--- config.mk ---
export PLATFORM = sky130hd
export DESIGN_NAME = mmio_rx_reader
export DESIGN_NICKNAME = d
export VERILOG_FILES = /design/src/rtl/mmio_pkg.sv /design/src/rtl/mmio_rx_fifo.sv /design/src/rtl/mmio_rx_reader.sv
export SDC_FILE = /design/constraint.sdc
export NUM_CORES = 1
export LEC_CHECK = 0
export CAP_MARGIN = 25
export CORE_UTILIZATION = 54
export DETAILED_ROUTE_END_ITERATION = 6
export GPL_ROUTABILITY_DRIVEN = 1
export PLACE_DENSITY = 0.87
export SYNTH_ARGS = -nofsm -noshare
export SYNTH_HDL_FRONTEND = slang
export SYNTH_SLANG_ARGS = --single-unit
export TNS_END_PERCENT = 1
--- constraint.sdc ---
create_clock -name clk -period 3.6 [get_ports clk]
set_input_delay 0.54 -clock clk [delete_from_list [all_inputs] [get_ports clk]]
set_output_delay 0.54 -clock clk [all_outputs]
set_load 0.05 [all_outputs]
--- src/rtl/mmio_pkg.sv ---
// Shared MMIO page constants and the RX status word layout.
// RX_THRESH_OFF is only decoded when MMIO_RX_IRQ_EN is defined.
package mmio_pkg;

    localparam logic [19:0] MMIO_PAGE = 20'hAAAAA;

    // Existing write-side display/LED registers
    localparam logic [11:0] DISP_OFF      = 12'h004;
    localparam logic [11:0] DISP_CTRL_OFF = 12'h008;
    localparam logic [11:0] LED_OFF       = 12'h00C;

    localparam logic [11:0] RX_DATA_OFF   = 12'h010;
    localparam logic [11:0] RX_STATUS_OFF = 12'h014;
    localparam logic [11:0] RX_CTRL_OFF   = 12'h018;
    localparam logic [11:0] RX_THRESH_OFF = 12'h01C;

    typedef struct packed {
        logic [15:0] rsvd_hi;
        logic [7:0]  count;
        logic [4:0]  rsvd_lo;
        logic        overrun;
        logic        full;
        logic        empty;
    } rx_status_t;

endpackage

--- src/rtl/mmio_rx_fifo.sv ---
// Byte FIFO with push, pop and flush; flush beats a same-cycle push.
// Storage is not reset, only pointers and count.
module mmio_rx_fifo #(
    parameter int unsigned DEPTH = 16,
    parameter int unsigned CNT_W = $clog2(DEPTH) + 1
) (
    input  logic             clk,
    input  logic             rst,
    input  logic             push,
    input  logic [7:0]       wdata,
    input  logic             pop,
    input  logic             flush,
    output logic [7:0]       rdata,
    output logic [CNT_W-1:0] count,
    output logic             full,
    output logic             empty,
    output logic             dropped
);

    localparam int unsigned PTR_W = $clog2(DEPTH);

    logic [7:0]       mem_q [DEPTH];
    logic [PTR_W-1:0] wr_ptr_q, rd_ptr_q;
    logic [CNT_W-1:0] count_q;
    logic             do_push, do_pop;

    assign full  = (count_q == CNT_W'(DEPTH));
    assign empty = (count_q == '0);
    assign count = count_q;
    assign rdata = mem_q[rd_ptr_q];

    // A pop at full frees the slot the push needs in the same cycle
    assign do_pop  = pop & ~empty & ~flush;
    assign do_push = push & ~flush & (~full | do_pop);
    assign dropped = push & ~flush & full & ~do_pop;

    always_ff @(posedge clk) begin
        if (do_push) begin
            mem_q[wr_ptr_q] <= wdata;
        end
    end

    always_ff @(posedge clk or posedge rst) begin
        if (rst) begin
            wr_ptr_q <= '0;
            rd_ptr_q <= '0;
            count_q  <= '0;
        end else if (flush) begin
            wr_ptr_q <= '0;
            rd_ptr_q <= '0;
            count_q  <= '0;
        end else begin
            if (do_push) begin
                wr_ptr_q <= wr_ptr_q + PTR_W'(1);
            end
            if (do_pop) begin
                rd_ptr_q <= rd_ptr_q + PTR_W'(1);
            end
            if (do_push && !do_pop) begin
                count_q <= count_q + CNT_W'(1);
            end else if (do_pop && !do_push) begin
                count_q <= count_q - CNT_W'(1);
            end
        end
    end

endmodule

--- src/rtl/mmio_rx_reader.sv ---
// MMIO read-side UART RX peripheral: FIFO-backed data/status/ctrl registers
// with a 1-cycle registered read response. Optional IRQ/threshold: MMIO_RX_IRQ_EN.
module mmio_rx_reader
    import mmio_pkg::*;
#(
    parameter int unsigned DEPTH = 16,
    parameter int unsigned CNT_W = $clog2(DEPTH) + 1
) (
    input  logic        clk,
    input  logic        rst,
    input  logic        rx_valid,
    input  logic [7:0]  rx_data,
    input  logic [31:0] mem_addr,
    input  logic        mem_rd,
    input  logic        mem_wea,
    input  logic [31:0] mem_din,
    output logic [31:0] rd_data,
    output logic        rd_hit,
    output logic        irq
);

    logic             page_hit, sel_data, sel_status, sel_ctrl, sel_thresh;
    logic             rd_fire, wr_fire, pop, flush, clr_ovr;
    logic [7:0]       head;
    logic [CNT_W-1:0] count;
    logic [15:0]      count_ext;
    logic             full, empty, dropped;
    logic             ovr_q;
    logic [31:0]      rd_value, rd_data_q;
    logic             rd_hit_q;
    rx_status_t       status;

    assign page_hit   = (mem_addr[31:12] == MMIO_PAGE);
    assign sel_data   = page_hit && (mem_addr[11:0] == RX_DATA_OFF);
    assign sel_status = page_hit && (mem_addr[11:0] == RX_STATUS_OFF);
    assign sel_ctrl   = page_hit && (mem_addr[11:0] == RX_CTRL_OFF);
`ifdef MMIO_RX_IRQ_EN
    assign sel_thresh = page_hit && (mem_addr[11:0] == RX_THRESH_OFF);
`else
    assign sel_thresh = 1'b0;
`endif

    // A simultaneous read suppresses the write
    assign rd_fire = mem_rd & (sel_data | sel_status | sel_thresh);
    assign wr_fire = mem_wea & ~mem_rd;
    assign pop     = mem_rd & sel_data;
    assign flush   = wr_fire & sel_ctrl & mem_din[0];
    assign clr_ovr = wr_fire & sel_ctrl & mem_din[1];

    mmio_rx_fifo #(
        .DEPTH (DEPTH),
        .CNT_W (CNT_W)
    ) u_fifo (
        .clk     (clk),
        .rst     (rst),
        .push    (rx_valid),
        .wdata   (rx_data),
        .pop     (pop),
        .flush   (flush),
        .rdata   (head),
        .count   (count),
        .full    (full),
        .empty   (empty),
        .dropped (dropped)
    );

    assign count_ext = 16'(count);

    always_comb begin
        status         = '0;
        status.count   = count_ext[7:0];
        status.overrun = ovr_q;
        status.full    = full;
        status.empty   = empty;
    end

`ifdef MMIO_RX_IRQ_EN
    logic [7:0] thresh_q;
    logic       irq_q;

    always_ff @(posedge clk or posedge rst) begin
        if (rst) begin
            thresh_q <= 8'd1;
            irq_q    <= 1'b0;
        end else begin
            if (wr_fire && sel_thresh) begin
                thresh_q <= (mem_din[7:0] == 8'd0) ? 8'd1 : mem_din[7:0];
            end
            irq_q <= (count_ext >= {8'd0, thresh_q}) | ovr_q;
        end
    end

    assign irq = irq_q;

    logic unused_din;
    assign unused_din = ^mem_din[31:8];
`else
    assign irq = 1'b0;

    logic unused_din;
    assign unused_din = ^mem_din[31:2];
`endif

    always_comb begin
        rd_value = 32'd0;
        if (sel_data) begin
            rd_value = empty ? 32'd0 : {23'd0, 1'b1, head};
        end else if (sel_status) begin
            rd_value = status;
`ifdef MMIO_RX_IRQ_EN
        end else if (sel_thresh) begin
            rd_value = {24'd0, thresh_q};
`endif
        end
    end

    always_ff @(posedge clk or posedge rst) begin
        if (rst) begin
            ovr_q     <= 1'b0;
            rd_data_q <= 32'd0;
            rd_hit_q  <= 1'b0;
        end else begin
            ovr_q    <= (ovr_q & ~clr_ovr) | dropped;
            rd_hit_q <= rd_fire;
            if (rd_fire) begin
                rd_data_q <= rd_value;
            end
        end
    end

    assign rd_data = rd_data_q;
    assign rd_hit  = rd_hit_q;

endmodule

==> impl_metrics.py <==
metrics = {
    "outcome": {
        "status": "complete, no violations",
    },
    "global_route": {
        "gr-total-overflow": 0,
        "grt_start_max_net_pins": 26,
        "grt_pass1_vias": 4090,
        "antenna_found_initial": 0,
        "grt_pass1_wl_um": 21900,
        "grt_usage_pct": 23.4,
    },
    "sta": {
        "skew_ps": 8.10,
        "slew_headroom_pct": 33.3,
        "tightest_slew_ps": 996,
        "setup_viol": 0,
        "period_minus_slack_ps": 3110,
        "fmax_ghz": 0.321,
        "setup_tns_ps": 0,
        "final-hold-violation-count": 0,
        "rsz0062_at_grt": "no",
        "drv_slew": 0,
        "fin_crit_sh_pct": 86.5,
    },
    "layout": {
        "drive_above_1_share_pct": 20.3,
        "final_nets": 596,
        "syn_to_final_growth_pct": 20.6,
        "antenna_cells": 0,
    },
    "pwr": {
        "p_per_area_nw_per_um2": 570,
        "ir_worst_vdd_v": 0.000446,
        "power_mw": 4.77,
        "p_leak_nw": 2.94,
    },
    "floorplan": {
        "start_util_pct": 55.2,
        "fp.dieH_um": 115,
        "core-area_um2": 12600,
        "die-area_um2": 13300,
        "die_w_um": 115,
        "ios": 111,
        "rows": 41,
    },
    "detailed_routing": {
        "ant_nets": 0,
        "first_pass_iters": 5,
        "wl_per_cell_um": 20.7,
        "vias_per_cell": 5.88,
        "wirelength_um": 14400,
        "drtIter0Drc": 310,
        "drc": 0,
        "via_count": 4079,
    },
    "clocking": {
        "cts_setup_buffers": 0,
        "clock_latency_ps": 420,
        "cts_max_level": 4,
        "path_clk_slew_ps": 60,
        "ctsHoldBuffers": 0,
        "cts_resized": 0,
        "clockBufferDepth": 2,
        "cts_made_buffers": 17,
        "root_buffer": "clkbuf_16",
        "cts.sinks": 156,
        "cts_tree": "yes",
    },
    "place": {
        "io_buffers": 60,
        "place_congestion": 0.898,
        "place.detailed.hpwl_um": 9280,
    },
    "setup_path": {
        "setup.worst_path.start_class": "flop",
        "critPathCaptureType": "flop",
        "critical_path_class": "flop to flop",
        "required_ps": 3950,
        "cp_max_fo": 9,
        "worstPathArrival_ps": 3470,
        "worstRegToRegCells": 11,
    },
    "yosys": {
        "synth_async_sr_flop_share_pct": 17.9,
        "synth.most_common_cell": "edfxtp_1",
        "synth.largest_area_cell": "edfxtp_1",
        "netlist_area_um2": 6940,
        "postSynth.topFlopCell": "edfxtp_1",
        "yosys-top-cells-area": "edfxtp_1 (55%), mux4_2 (10%), dfrtp_1 (10%), buf_4 (2.3%), mux2i_1 (1.9%)",
        "syn_avg_cell_area_um2": 16.5,
        "synthCells": 420,
        "yosys_warnings": 0,
        "ys_top_cells_by_count": "edfxtp_1 (128), mux4_2 (32), dfrtp_1 (28)",
        "synth_cell_types": 64,
        "synth_seq_area_share_pct": 65.5,
        "ys_ff_latch": 156,
        "synth.top_cell.area_share_pct": 55.4,
        "synth_enable_flop_cells": 128,
    },
    "hold_path": {
        "worstHoldPathCells": 2,
        "min_path_type": "flop to flop",
    },
    "run": {
        "drv_cap": 0,
    },
}
==> final timing paths <==
path                                             start                        endpoint  slack (ps)
setup / recovery           u_fifo.count[1]$_DFFE_PP0P_     u_fifo.count[4]$_DFFE_PP0P_         490
hold / removal                 rd_data[10]$_DFFE_PP0P_         rd_data[10]$_DFFE_PP0P_         460
setup reg to reg           u_fifo.count[1]$_DFFE_PP0P_     u_fifo.count[4]$_DFFE_PP0P_         490
hold reg to reg                rd_data[10]$_DFFE_PP0P_         rd_data[10]$_DFFE_PP0P_         460
max in group asynchronous                          rst  u_fifo.rd_ptr_q[0]$_DFFE_PP0P_        2400
min in group asynchronous                          rst          rd_data[8]$_DFFE_PP0P_         570
==> through the flow <==
| stage | utilization [%] | std cells | worst slack (ps) | area (um^2) | hold slack [ps] |
|---|---|---|---|---|---|
| after detailed placement | 61.8 | 659 | 71.3 | 7760 | 455 |
| after floorplan | - | 439 | 622 | 7010 | 459 |
| after CTS | 66.2 | 691 | 459 | 8320 | 468 |
| after global placement | 61.8 | 659 | 248 | 7760 | 453 |
| after global routing | 66.6 | 694 | 308 | 8370 | 494 |
| final | 66.6 | 694 | 487 | 8370 | 463 |
==> cells by family (layout without fill, tap and decap cells) <==
| family | count (synthesis) | in the layout | share of synthesized area (%) |
|---|---|---|---|
| buf+inv | 48 | 131 | 4.36 |
| xor+xnor | 5 | 5 | 0.631 |
| compound gates | 53 | 53 | 5.92 |
| other cells | 1 | 20 | 0.0541 |
| simple gates | 100 | 100 | 8.98 |
| flops | 156 | 156 | 65.5 |
| fa+ha+maj | 10 | 10 | 1.91 |
| mux | 47 | 47 | 12.6 |
==> critical path, cell delays in order (launching register included) <==
cell and delay (ps):
dfrtp_1 470, or4_4 560, o21ai_4 270, nor3_2 80, nor2_1 190, nand2_1 190
ha_1 370, a21oi_1 200, nand2_1 150, xnor2_1 150, a311o_1 320, nand4_1 80
==> flip-flops by register name, indices dropped and copies added, names as in the netlist <==
register         cells
rd_hit               1
ovr_q                1
u_fifo.wr_ptr_q      4
u_fifo.count         5
u_fifo.rd_ptr_q      4
u_fifo.mem_q       128
rd_data             13
==> routing by layer <==
layer / routed length, um / global-route usage (%) / up-vias
li1: - / - / 1811
met1: 5770 / 27.6 / 2043
met2: 7390 / 39.9 / 205
met3: 1070 / 7.64 / 20
met4: 159 / 9.44 / 0
met5: 0 / 0 / -
==> cell usage in the layout, fill, tap and decap left out, types with 14 or more instances in the layout <==
| cell type | instances |
|---|---|
| dfrtp_1 | 27 |
| clkbuf_16 | 17 |
| clkdlybuf4s50_1 | 60 |
| nand3_1 | 14 |
| conb_1 | 20 |
| nand2_1 | 25 |
| nor2_1 | 21 |
| edfxtp_1 | 128 |
| buf_4 | 29 |
| mux4_2 | 32 |
==> final cells by class <==
class / instances / area (um^2)
inverters: 8 / 30.0
clock buffers: 19 / 433
multi-input cells: 235 / 2160
clock inverters: 13 / 123
repair buffers: 91 / 857
fillers: 828 / 4200
well taps: 172 / 215
flip-flops and latches: 156 / 4550
==> power by group <==
part	switching (mW)	internal, mW
Clock	0.680	1.01
Sequential	0.139	2.16
Combinational	0.451	0.325
No activity file was read; power rests on OpenSTA's default activity.
